===== src/rtl/microcode_sequencer.sv =====
// Microcode sequencer: fetches an opcode into IR, then walks its micro-steps from an external ROM.
// Optional single-step gating is enabled with MICROCODE_SEQUENCER_SINGLESTEP_EN.
module microcode_sequencer #(
  parameter int                 IR_W       = 8,
  parameter int                 STEP_W     = 4,
  parameter int                 CTRL_W     = 64,
  parameter logic [CTRL_W-1:0]  FETCH_WORD = {CTRL_W{1'b0}}
) (
  input  logic                   clk,
  input  logic                   reset,
  input  logic [IR_W-1:0]        mem_in,
  input  logic [4:0]             flags,
`ifdef MICROCODE_SEQUENCER_SINGLESTEP_EN
  input  logic                   ss_mode,
  input  logic                   ss_pulse,
`endif
  output logic [IR_W+STEP_W-1:0] uaddr,
  input  logic [CTRL_W+4:0]      uword,
  output logic [CTRL_W-1:0]      ctrl_out,
  output logic [IR_W-1:0]        ir_out,
  output logic [STEP_W-1:0]      step_out,
  output logic                   fetching,
  output logic                   halted,
  output logic                   fault
);

  typedef enum logic [1:0] {
    S_FETCH = 2'd0,
    S_EXEC  = 2'd1,
    S_HALT  = 2'd2
  } state_e;

  state_e             state_q, state_d;
  logic [IR_W-1:0]    ir_q, ir_d;
  logic [STEP_W-1:0]  step_q, step_d;
  logic               fault_q, fault_d;

  logic [CTRL_W-1:0]  u_ctrl;
  logic               u_end;
  logic [2:0]         u_cond;
  logic               u_halt;
  logic               cond_ok;
  logic               advance;

  assign u_ctrl = uword[CTRL_W-1:0];
  assign u_end  = uword[CTRL_W];
  assign u_cond = uword[CTRL_W+3:CTRL_W+1];
  assign u_halt = uword[CTRL_W+4];

`ifdef MICROCODE_SEQUENCER_SINGLESTEP_EN
  assign advance = !ss_mode || ss_pulse;
`else
  assign advance = 1'b1;
`endif

  // flags = {lcarry, acarry, zero, sign, overflow}
  always_comb begin
    cond_ok = 1'b0;
    case (u_cond)
      3'd0: cond_ok = 1'b1;
      3'd1: cond_ok = flags[2];
      3'd2: cond_ok = !flags[2];
      3'd3: cond_ok = flags[4];
      3'd4: cond_ok = !flags[4];
      3'd5: cond_ok = flags[1];
      3'd6: cond_ok = flags[0];
      3'd7: cond_ok = flags[3];
      default: cond_ok = 1'b0;
    endcase
  end

  always_comb begin
    state_d  = state_q;
    ir_d     = ir_q;
    step_d   = step_q;
    fault_d  = fault_q;
    ctrl_out = '0;
    case (state_q)
      S_FETCH: begin
        ctrl_out = FETCH_WORD;
        ir_d     = mem_in;
        step_d   = '0;
        state_d  = S_EXEC;
      end
      S_EXEC: begin
        if (cond_ok) ctrl_out = u_ctrl;
        // uhalt wins over uend; step overflow without uend is a runaway fault
        if (u_halt) begin
          state_d = S_HALT;
        end else if (u_end) begin
          state_d = S_FETCH;
          step_d  = '0;
        end else if (step_q == {STEP_W{1'b1}}) begin
          state_d = S_FETCH;
          step_d  = '0;
          fault_d = 1'b1;
        end else begin
          step_d = step_q + STEP_W'(1);
        end
      end
      S_HALT: begin
        ctrl_out = '0;
      end
      default: begin
        state_d = S_FETCH;
      end
    endcase
    // Single-step idle cycles must be invisible to the core
    if (!advance) begin
      state_d  = state_q;
      ir_d     = ir_q;
      step_d   = step_q;
      fault_d  = fault_q;
      ctrl_out = '0;
    end
    if (reset) ctrl_out = '0;
  end

  always_ff @(posedge clk) begin
    if (reset) begin
      state_q <= S_FETCH;
      ir_q    <= '0;
      step_q  <= '0;
      fault_q <= 1'b0;
    end else begin
      state_q <= state_d;
      ir_q    <= ir_d;
      step_q  <= step_d;
      fault_q <= fault_d;
    end
  end

  assign uaddr    = {ir_q, step_q};
  assign ir_out   = ir_q;
  assign step_out = step_q;
  assign fetching = (state_q == S_FETCH);
  assign halted   = (state_q == S_HALT);
  assign fault    = fault_q;

endmodule


===== config.mk =====
export PLATFORM = sky130hd
export DESIGN_NAME = microcode_sequencer
export DESIGN_NICKNAME = d
export VERILOG_FILES = /design/src/rtl/microcode_sequencer.sv
export SDC_FILE = /design/constraint.sdc
export NUM_CORES = 1
export LEC_CHECK = 0
export CAP_MARGIN = 20
export CELL_PAD_IN_SITES_DETAIL_PLACEMENT = 1
export CELL_PAD_IN_SITES_GLOBAL_PLACEMENT = 1
export CORE_MARGIN = 1
export CORE_UTILIZATION = 18
export DETAILED_ROUTE_END_ITERATION = 6
export PLACE_DENSITY = 0.89
export SYNTH_ARGS = -nofsm -noshare
export SYNTH_HDL_FRONTEND = slang
export SYNTH_SLANG_ARGS = --single-unit

===== constraint.sdc =====
create_clock -name clk -period 2.2 [get_ports clk]
set_clock_uncertainty 0.15 [all_clocks]
set_input_delay 0.44 -clock clk [delete_from_list [all_inputs] [get_ports clk]]
set_output_delay 0.44 -clock clk [all_outputs]
set_load 0.005 [all_outputs]

==> flow_summary.toml <==
[final_layout]
diodes = 0
mostFrequentLayoutCells = "100 x clkdlybuf4s50_1, 64 x inv_1, 61 x buf_2"
drive_gt1_share_pct = 43.4
nets = 526
layout_commonest_cell = "clkdlybuf4s50_1"
area_growth_pct = 147
nFillCells = 1096

[outcome]
violations = "negative setup slack"
status = "complete, but fails checks"

[sta]
max_freq_mhz = 431
tightest_slew_ns = 0.530
setup_viol = 42
rsz0062_at_grt = "true"
setup_tns_ns = -1.99
layout_setup_ws_ns = -0.122
period_needed_ns = 2.32
hold_viol = 0
drv_slew = 0
max_slew_margin_pct = 64.6
final.period_utilization_pct = 106

[placed_design]
hpwl_mm = 5.79
dp_slack_ns = -0.862
gp_congestion = 0.823
numPortBuffers = 174

[clock_tree]
clkSinkCount = 15
clk_pin_slew_worst_paths_ns = 0.06
cts-root-buf = "clkbuf_8"
insertion_delay_ns = 0.26
cts_made_buffers = 3
cts_max_level = 1
cts_tree = "built"
clk_path_buf_depth = 2

[worst_setup_path]
rrSetupSlack_ns = 0.67
path_common_cell = "buf_6"
regToRegStartpoint = "state_q[1]$_SDFFE_PP0P_"
worstPathCellList = "buf_12 > mux2_4 > o211ai_4 > buf_6 > buf_16 > buf_8 > buf_6 > a211oi_2 > buf_2"
critical_path.max_fanout = 5
slowest_stage = "mux2_4"
crit_start = "uword[65]"
worstPathRequired_ns = 1.61
path_class = "input pin to output pin"
r2r-end = "step_out[2]$_SDFFE_PP0P_"
reg2regPathDepth = 4
end_kind = "output pin"
cp-start-kind = "input pin"
critPathCapture = "ctrl_out[5]"
max_stage_delay_ns = 0.30
cp.arrival_ns = 1.73

[floorplan]
coreArea_um2 = 9200
dieHeight_um = 99.2
start_util_pct = 18.5
rows = 35
dieArea_um2 = 9840
die_w_um = 99.2
ios = 175

[power_and_ir_drop]
peakVddDrop_mv = 0.307
power.density_nw_per_um2 = 335
leakagePower_nw = 1.96

[synthesis]
yosys_register_bits = 15
synth_edf_count = 0
ys_warn_count = 0
syn-num-nets = 328
synth_cells = 243
synth-main-ff-cell = "dfxtp_1"
yosysSeqAreaShare_pct = 17.7
syn-cell-area_um2 = 1700
synthArstFlopShare_pct = 0
yosysUniqueCellTypes = 34
syn_avg_cell_area_um2 = 7.00

[detailed_routing]
firstDrtPassIters = 4
ant_nets = 0
via_per_inst = 4.63
drt-total-wl_mm = 9.64
drt_iter0_markers = 69
remaining_drc_errors = 0
vias = 2553
wl_per_cell_um = 17.5

[grt]
grt_max_degree = 41
grt_first_pass_wirelength_mm = 14.1
grt_use_total_pct = 18.3
antenna_found_initial = 0
first_global_vias = 2611
grt-ovfl-total = 0

[job]
maxCapViolations = 0

[hold_path]
min-delay-path-class = "register to register"
## layout make-up
type | instances | area [um2] | area share [%]
multi-input cells | 127 | 1170 | 27.9
inverters | 66 | 248 | 5.90
clock inverters | 1 | 5.00 | 0.119
repair buffers | 228 | 2290 | 54.5
well taps | 111 | 139 | 3.31
clock buffers | 3 | 41.3 | 0.984
flip-flops and latches | 15 | 303 | 7.21
## flip-flops by register name, indices dropped and copies added (netlist names)
register and flops:
fault 1, ir_out 8, state_q 2, step_out 4
## cell usage after synthesis, types with 5 or more instances
| master | count | area share, % |
|---|---|---|
| nor2_1 | 5 | 1.1 |
| clkbuf_1 | 7 | 1.5 |
| buf_4 | 12 | 5.3 |
| inv_1 | 65 | 14 |
| a21oi_1 | 13 | 3.8 |
| buf_6 | 6 | 4.0 |
| a211oi_1 | 54 | 24 |
| nand2_1 | 18 | 4.0 |
| dfxtp_1 | 15 | 18 |
| a211oi_2 | 10 | 7.4 |
| buf_2 | 10 | 2.9 |
## cells by family after synthesis
logic type / after synthesis / synth area share, %
simple gates: 38 / 11.6
flops: 15 / 17.7
mux: 2 / 1.25
buf+inv: 101 / 28.3
compound gates: 86 / 40.5
fa+ha+maj: 1 / 0.736
## critical path, delay by kind of cell
| family | cells | cell delay [ns] |
|---|---|---|
| AO/OA/AOI/OAI | 2 | 0.26 |
| buffers and inverters | 6 | 0.74 |
| multiplexers | 1 | 0.30 |
## timing repair
item / CTS / global route
pin swaps: 11 / 14
endpoints found under the hold margin: 0 / 0
gates cloned: 10 / 5
endpoints found under the setup margin: 64 / 65
setup buffers: 23 / 6
gates resized for setup: 329 / 54
hold buffers: 0 / 0
## power breakdown
| group | total (mW) | internal, mW | switching, mW | leakage, nW |
|---|---|---|---|---|
| combinational | 0.867 | 0.511 | 0.355 | 1.81 |
| clock | 0.237 | 0.126 | 0.111 | 0.0255 |
| sequential | 0.304 | 0.290 | 0.0139 | 0.124 |
| total | 1.41 | 0.927 | 0.480 | 1.96 |
## worst min-delay path by stage
stage / from / end / slack (ns) / cells past startpoint
after floorplan: fault$_SDFFE_PP0P_ / fault$_SDFFE_PP0P_ / 0.31 / 2
after global placement: ir_out[6]$_SDFFE_PP0P_ / ir_out[6]$_SDFFE_PP0P_ / 0.31 / 2
after detailed placement: fault$_SDFFE_PP0P_ / fault$_SDFFE_PP0P_ / 0.31 / 2
after CTS: ir_out[6]$_SDFFE_PP0P_ / ir_out[6]$_SDFFE_PP0P_ / 0.33 / 2
after global routing: fault$_SDFFE_PP0P_ / fault$_SDFFE_PP0P_ / 0.36 / 2
final: ir_out[3]$_SDFFE_PP0P_ / ir_out[3]$_SDFFE_PP0P_ / 0.33 / 2
## per-layer routing
layer | track usage [%] | vias to the layer above | wire length, um
met4 | 6.33 | 0 | 172
met1 | 19.8 | 1219 | 3880
li1 | - | 1207 | -
met2 | 34.9 | 112 | 4930
met5 | 0 | - | 0
met3 | 3.79 | 15 | 661
## per-stage QoR
| step | total power, mW | utilization, % | instances | hold slack (ns) | instance area (um2) |
|---|---|---|---|---|---|
| floorplan | 0.556 | - | 243 | 0.315 | 1700 |
| global placement | 0.891 | 38.5 | 508 | 0.311 | 3540 |
| detailed placement | 0.908 | 38.5 | 508 | 0.312 | 3540 |
| CTS | 1.37 | 43.9 | 545 | 0.329 | 4040 |
| global route | 1.48 | 45.6 | 551 | 0.363 | 4200 |
| finish | 1.41 | 45.6 | 551 | 0.328 | 4200 |
(Power assumes the default switching activity.)
